File: src/rtl/load_store_unit.sv
// load_store_unit: RV32I load/store front end for a word-wide Data_Memory, sub-word stores via read-modify-write.
// Optional MISALIGN_TRAP_EN: misaligned H/W accesses trap with resp_err instead of masking low address bits.
module load_store_unit #(
    parameter int ADDR_WIDTH = 32,
    parameter int XLEN = 32
) (
    input  logic                  clk,
    input  logic                  rst,
    input  logic                  req_valid,
    output logic                  req_ready,
    input  logic                  req_we,
    input  logic [2:0]            req_funct3,
    input  logic [ADDR_WIDTH-1:0] req_addr,
    input  logic [XLEN-1:0]       req_wdata,
    output logic                  resp_valid,
    output logic [XLEN-1:0]       resp_rdata,
    output logic                  resp_err,
    output logic                  mem_WE,
    output logic [ADDR_WIDTH-1:0] mem_A,
    output logic [XLEN-1:0]       mem_WD,
    input  logic [XLEN-1:0]       mem_RD
);
    typedef enum logic [1:0] {IDLE, READ, WRITE, RESP} state_t;
    state_t state, state_nx;
    logic                  we_q, err_q, mis;
    logic [2:0]            f3_q;
    logic [ADDR_WIDTH-1:0] addr_q;
    logic [XLEN-1:0]       wdata_q, word_q, merged, ld_data;
    logic [7:0]            b;
    logic [15:0]           h;
`ifdef MISALIGN_TRAP_EN
    assign mis = req_funct3[1] ? |req_addr[1:0] : (req_funct3[0] & req_addr[0]);
`else
    assign mis = 1'b0;
`endif
    always_ff @(posedge clk or negedge rst) begin
        if (!rst) begin
            state   <= IDLE;
            we_q    <= 1'b0;
            err_q   <= 1'b0;
            f3_q    <= '0;
            addr_q  <= '0;
            wdata_q <= '0;
            word_q  <= '0;
        end else begin
            state <= state_nx;
            if (state == IDLE && req_valid) begin
                we_q    <= req_we;
                err_q   <= mis;
                f3_q    <= req_funct3;
                addr_q  <= req_addr;
                wdata_q <= req_wdata;
            end
            if (state == READ) word_q <= mem_RD;
        end
    end
    // Full-word stores skip the read; everything else reads first
    always_comb begin
        state_nx = state == IDLE  ? (!req_valid ? IDLE : mis ? RESP : (req_we && req_funct3[1]) ? WRITE : READ)
                 : state == READ  ? (we_q ? WRITE : RESP)
                 : state == WRITE ? RESP : IDLE;
    end
    assign b = word_q[{addr_q[1:0], 3'b000} +: 8];
    assign h = word_q[{addr_q[1], 4'b0000} +: 16];
    assign ld_data = f3_q[1] ? word_q
                   : f3_q[0] ? {{16{~f3_q[2] & h[15]}}, h}
                   : {{24{~f3_q[2] & b[7]}}, b};
    always_comb begin
        merged = word_q;
        if (f3_q[0]) merged[{addr_q[1], 4'b0000} +: 16] = wdata_q[15:0];
        else merged[{addr_q[1:0], 3'b000} +: 8] = wdata_q[7:0];
    end
    assign req_ready  = state == IDLE;
    assign resp_valid = state == RESP;
    assign resp_err   = resp_valid & err_q;
    assign resp_rdata = (resp_valid && !we_q && !err_q) ? ld_data : '0;
    assign mem_WE     = state == WRITE;
    assign mem_A      = (state == READ || state == WRITE) ? {addr_q[ADDR_WIDTH-1:2], 2'b00} : '0;
    assign mem_WD     = mem_WE ? (f3_q[1] ? wdata_q : merged) : '0;
endmodule

File: config.mk
export PLATFORM = sky130hd
export DESIGN_NAME = load_store_unit
export DESIGN_NICKNAME = d
export VERILOG_FILES = /design/src/rtl/load_store_unit.sv
export SDC_FILE = /design/constraint.sdc
export NUM_CORES = 1
export LEC_CHECK = 0
export ABC_AREA = 1
export CORE_MARGIN = 5
export CORE_UTILIZATION = 35
export DETAILED_ROUTE_END_ITERATION = 16
export PLACE_DENSITY_LB_ADDON = 0.05
export SYNTH_ARGS = -nofsm -noshare
export SYNTH_HDL_FRONTEND = slang
export SYNTH_SLANG_ARGS = --single-unit
File: constraint.sdc
create_clock -name clk -period 3.1 [get_ports clk]
set_input_delay 0.93 -clock clk [delete_from_list [all_inputs] [get_ports clk]]
set_output_delay 0.93 -clock clk [all_outputs]
set_load 0.05 [all_outputs]
# After elaboration in Yosys (flattened, before gate mapping)
# Index checks and enable logic that the tools add are counted.
totals:
  out_inout_bits: 100
  reg_bits: 102
  inputBits: 103
classes:
  n_bitwise: 3
  n_reduce_logical: 6
  n_mux: 15
  shifts: 6
  add_sub_neg: 2
  eq_ne: 3
ops:
  columns: ["cell", "n"]
  rows:
  - ["2-to-1 mux 32 bit", 7]
  - ["bitwise mux 32 bit", 2]
  - ["variable shift 16 x 7 -> 32 bit (first input constant)", 1]
  - ["variable shift 8 x 7 -> 32 bit (first input constant)", 1]
  - ["variable part select 16 x 7 -> 32 bit", 1]
  - ["variable part select 32 x 6 -> 16 bit", 1]
  - ["variable part select 32 x 6 -> 8 bit", 1]
  - ["variable part select 8 x 7 -> 32 bit", 1]
  - ["negation 5 -> 7 bit", 2]
  - ["2-to-1 mux 2 bit", 5]
  - ["equality test 2 bit (second input constant)", 2]
  - ["logical AND 1 bit", 3]
  - ["AND 1 bit", 2]
  - ["equality test 2 x 1 -> 1 bit (second input constant)", 1]
  - ["logical NOT 2 bit", 1]
  - ["logical NOT 1 bit", 1]
  - ["logical OR 1 bit", 1]
  - ["2-to-1 mux 1 bit", 1]
  - ["inverter 1 bit", 1]

# Logic depth before layout (Yosys ltp)
logic_depth:
  depth_word: 6
  ltp_mapped: 11
  mapped_depth_nobuf: 9

# Worst setup path after synthesis
# Ideal clock, no wire load.
synth_path:
  path_type: "reg-to-output"
  from: "register addr_q[1]"
  to: "output mem_WD[0]"
  n_path_buf: 2
  path_slack_ns: -0.340
  t_arrival_ns: 2.510
  path_stages_with_launch: 8
  path_cell_list: "dfrtp_1 > buf_6 > inv_1 > clkbuf_1 > ha_1 > o31ai_2 > nand2_1 > a21oi_1"
synth_between:
  elab_chain_cells: 6
synth_lines:
  columns: ["item", "line", "text"]
  rows:
  - ["start: declaration", "27", "logic [ADDR_WIDTH-1:0] addr_q;"]
  - ["start signal: assignment", "51", "addr_q <= req_addr;"]
  - ["negation 5 -> 7 bit, on equally long branches", "70, 71", null]
  - ["variable part select 16 x 7 -> 32 bit, or another cell as far along", "70", "if (f3_q[0]) merged[{addr_q[1], 4'b0000} +: 16] = wdata_q[15:0];"]
  - ["bitwise mux 32 bit, on equally long branches", "70, 71", null]
  - ["2-to-1 mux 32 bit *", "70", null]
  - ["2-to-1 mux 32 bit * (2 in a row)", "79", "assign mem_WD = mem_WE ? (f3_q[1] ? wdata_q : merged) : '0;"]
  - ["end: declaration", "20", "output logic [XLEN-1:0] mem_WD,"]
# Mark *: on every way between the ends. The rest lies on a longest branch, timed or not.

# Worst setup path in the final report
layout_path:
  from: "register addr_q[0]"
  to: "output mem_WD[19]"
layout_between:
  elab_chain_cells: 6
layout_lines:
  columns: ["item", "line", "text"]
  rows:
  - ["negation 5 -> 7 bit *", "71", "else merged[{addr_q[1:0], 3'b000} +: 8] = wdata_q[7:0];"]
  - ["variable part select 8 x 7 -> 32 bit / variable shift 8 x 7 -> 32 bit (equally long branches)", "71", null]
  - ["bitwise mux 32 bit *", "71", null]
  - ["2-to-1 mux 32 bit *", "70", null]
  - ["2-to-1 mux 32 bit * (2 in a row)", "79", null]
# Marked as above.

==> impl_metrics.csv <==
group,metric,value,unit
outcome,status,"finished, final reports clean",
pwr,clkPwrFrac,0.101,
route,vias,5940,
finish,diodes,0,
place,place_inst,1121,
clocking,h-tree-depth,3,
grt,grt_pass1_wl,35500,um
pwr,power.switching,6.22,mW
timing,setup_viol,0,
grt,grt_pass1_vias,6037,
yosys,yosys_warnings,0,
finish,finalNetCount,1035,
route,drt-total-wl,23000,um
yosys,synth-edff-count,0,
timing,worstMarginPinSlew,0.913,ns
clocking,tritoncts,"done",
route,dr.pass1.iters,5,
die,dieArea,19700,um^2
timing,rsz0062_at_grt,"yes",
worst_setup_path,critPathRequiredTime,2.17,ns
timing,min_period_over_period,0.982,
yosys,async_flop_share,1.00,
pwr,p_per_area,1230,nW/um^2
place,port_buffers,199,
yosys,avgSynthCellArea,8.19,um^2
yosys,synth_cell_type_count,29,
worst_setup_path,critPathMaxStageDelay,0.41,ns
route,ant_nets,0,
pwr,pwr-share-comb,0.680,
clocking,cts-root-buf,"clkbuf_16",
timing,fin_skew,0.00584,ns
route,viasPerCell,5.17,
yosys,synthTopCellsByArea,"dfrtp_1 (43%), mux2_2 (12%), o21ai_0 (10%)",
finish,syn_to_final_growth,68.4,%
die,die_w,140,um
timing,slew_violations,0,
worst_setup_path,path_class,"register to output port",
place,gp_congestion,0.871,
worst_setup_path,crit_slowest_cell,"dfrtp_1",
clocking,clockBufferDepth,2,
route,wire_per_inst,20.1,um
clocking,clkLatencyLatePin,0.36,ns
worst_hold_path,min_path_type,"input port to asynchronous set/reset pin",
route,drt_drc_violations_left,0,
flow_run,maxCapViolations,0,
clocking,cts_sinks,102,
worst_setup_path,cp_max_fo,8,
worst_setup_path,start_kind,"register",
pwr,p_sw_frac,0.506,
yosys,synthFlopType,"dfrtp_1",
place,dp_hpwl,17700,um
yosys,syn_area,5950,um^2
grt,overflow,0,
die,num_rows,47,
pwr,p_int,6.08,mW
finish,finalInstanceArea,10000,um^2
clocking,cts_buffers,9,
grt,track_usage,0.229,
yosys,synth_top_cell_by_area,"dfrtp_1",
finish,drive_gt1_frac,0.320,
yosys,ys_ff_latch,102,
worst_setup_path,critical_path_arrival,2.11,ns
timing,slew-limit-headroom,0.392,
finish,most-common-layout-cells,"nand2_1 (120), o21ai_0 (110), clkdlybuf4s50_1 (103)",
worst_setup_path,reg2reg_depth,5,
route,drtIter0Drc,279,
yosys,synthCells,727,
timing,fmax,329,MHz
pwr,p_leak,4.28,nW
finish,final_common_cell,"nand2_1",
worst_setup_path,end_kind,"output port",
place,placed_area,9330,um^2
worst_setup_path,cp_cell_sequence,"inv_4 > ha_4 > nand3_4 > o21ai_1 > o211ai_1 > a21oi_2 > buf_12",
timing,period_minus_slack,3.04,ns
die,io_pins,203,
die,initial_core_util,0.358,
clocking,clkTransAtPathRegs,0.08,ns
pwr,vdd_ir_drop_max,945,uV
die,core,16600,um^2
yosys,seq_area_frac_synth,0.429,
grt,grt_start_max_net_pins,52,
finish,stdcell_count,1148,
pwr,seqPwrFrac,0.219,
timing,hold_viol_final,0,
die,die_height,140,um
yosys,yosysTopAreaCellShare,0.429,
grt,antenna_found_initial,0,
power by group through the flow:
| stage | clock network [mW] | registers, mW | logic (mW) |
|---|---|---|---|
| 3_3_place_gp | 0 | 2.66 | 7.84 |
| 2_1_floorplan | 0 | 2.37 | 4.73 |
| 4_1_cts | 1.28 | 2.68 | 8.08 |
| 5_1_grt | 1.32 | 2.76 | 8.89 |
| 6_report | 1.24 | 2.70 | 8.36 |
| 3_5_place_dp | 0 | 2.68 | 7.91 |
layer usage:
layer  up-vias  share of wire  global-route usage
met4         0          0.026              0.0632
met1      2877           0.42               0.291
met5         -              0                   0
met3        29          0.066              0.0644
met2       217           0.48               0.383
li1       2817              -                   -
what timing repair did:
item                                    4_1_cts  5_1_grt
pin swaps                                     4       23
hold buffers                                  0        0
setup buffers                                 3        6
endpoints found under the setup margin       28       44
gates cloned                                  0        2
gates resized for setup                      24       52
final timing paths:
check / start / to / slack, ns
max in group asynchronous: rst / word_q[27] / 1.85
setup / recovery: addr_q[0] / mem_WD[19] / 0.06
setup reg to reg: state[1] / word_q[23] / 1.25
min in group clk: wdata_q[29] / wdata_q[29] / 0.50
hold / removal: rst / word_q[7] / 0.46
hold reg to reg: wdata_q[29] / wdata_q[29] / 0.50
state kept, by name (all words and copies together) (netlist names):
| name | count |
|---|---|
| we_q | 1 |
| wdata_q | 32 |
| state | 2 |
| addr_q | 32 |
| f3_q | 3 |
| word_q | 32 |
critical path: cells and delay by family (launching register included):
family / cells / cell delay (ns)
flip-flops: 1 / 0.41
AO/OA/AOI/OAI: 3 / 0.64
buffers and inverters: 2 / 0.25
AND/OR/NAND/NOR: 1 / 0.14
adder cells (fa/ha/maj): 1 / 0.32
cell type report:
class	count	area, um^2
clock inverter	7	100
timing repair buffer	229	3260
sequential	102	2550
clock buffer	9	225
tap	220	275
fill	1423	6620
multi-input combinational	504	3310
inverter	77	297
Yosys cell counts, types with 2 or more instances:
| cell | count |
|---|---|
| a21oi_1 | 85 |
| buf_1 | 2 |
| buf_2 | 10 |
| buf_4 | 5 |
| buf_6 | 4 |
| clkbuf_1 | 26 |
| dfrtp_1 | 102 |
| ha_1 | 9 |
| inv_1 | 74 |
| inv_2 | 2 |
| mux2_2 | 66 |
| nand2_1 | 123 |
| nand2_2 | 3 |
| nand2_4 | 2 |
| nand3_1 | 21 |
| nor2_1 | 45 |
| nor2_2 | 2 |
| o211ai_1 | 14 |
| o21ai_0 | 122 |
stage by stage:
step | util | total power, mW | hold WS, ns | setup slack, ns | setup TNS, ns
CTS | 0.586 | 12.0 | 0.457 | 0.0109 | 0
finish | 0.603 | 12.3 | 0.456 | 0.0567 | 0
global placement | 0.560 | 10.5 | 0.483 | 0.0594 | 0
detailed placement | 0.560 | 10.6 | 0.489 | 0.0673 | 0
floorplan | - | 7.10 | 0.474 | -0.101 | -0.101
global route | 0.603 | 13.0 | 0.461 | -0.0200 | -0.0756
cells by family (layout without fill, tap and decap cells):
group                    after synthesis  count (layout)  synth area share
adder cells (fa/ha/maj)                9               9            0.0189
multiplexers                          66              66             0.125
buffers and inverters                124             322            0.0889
flip-flops                           102             102             0.429
AND/OR/NAND/NOR                      200             201             0.141
other                                  1               3          0.000630
AO/OA/AOI/OAI                        225             225             0.197
Note: power is estimated with default switching activity, not from simulation.
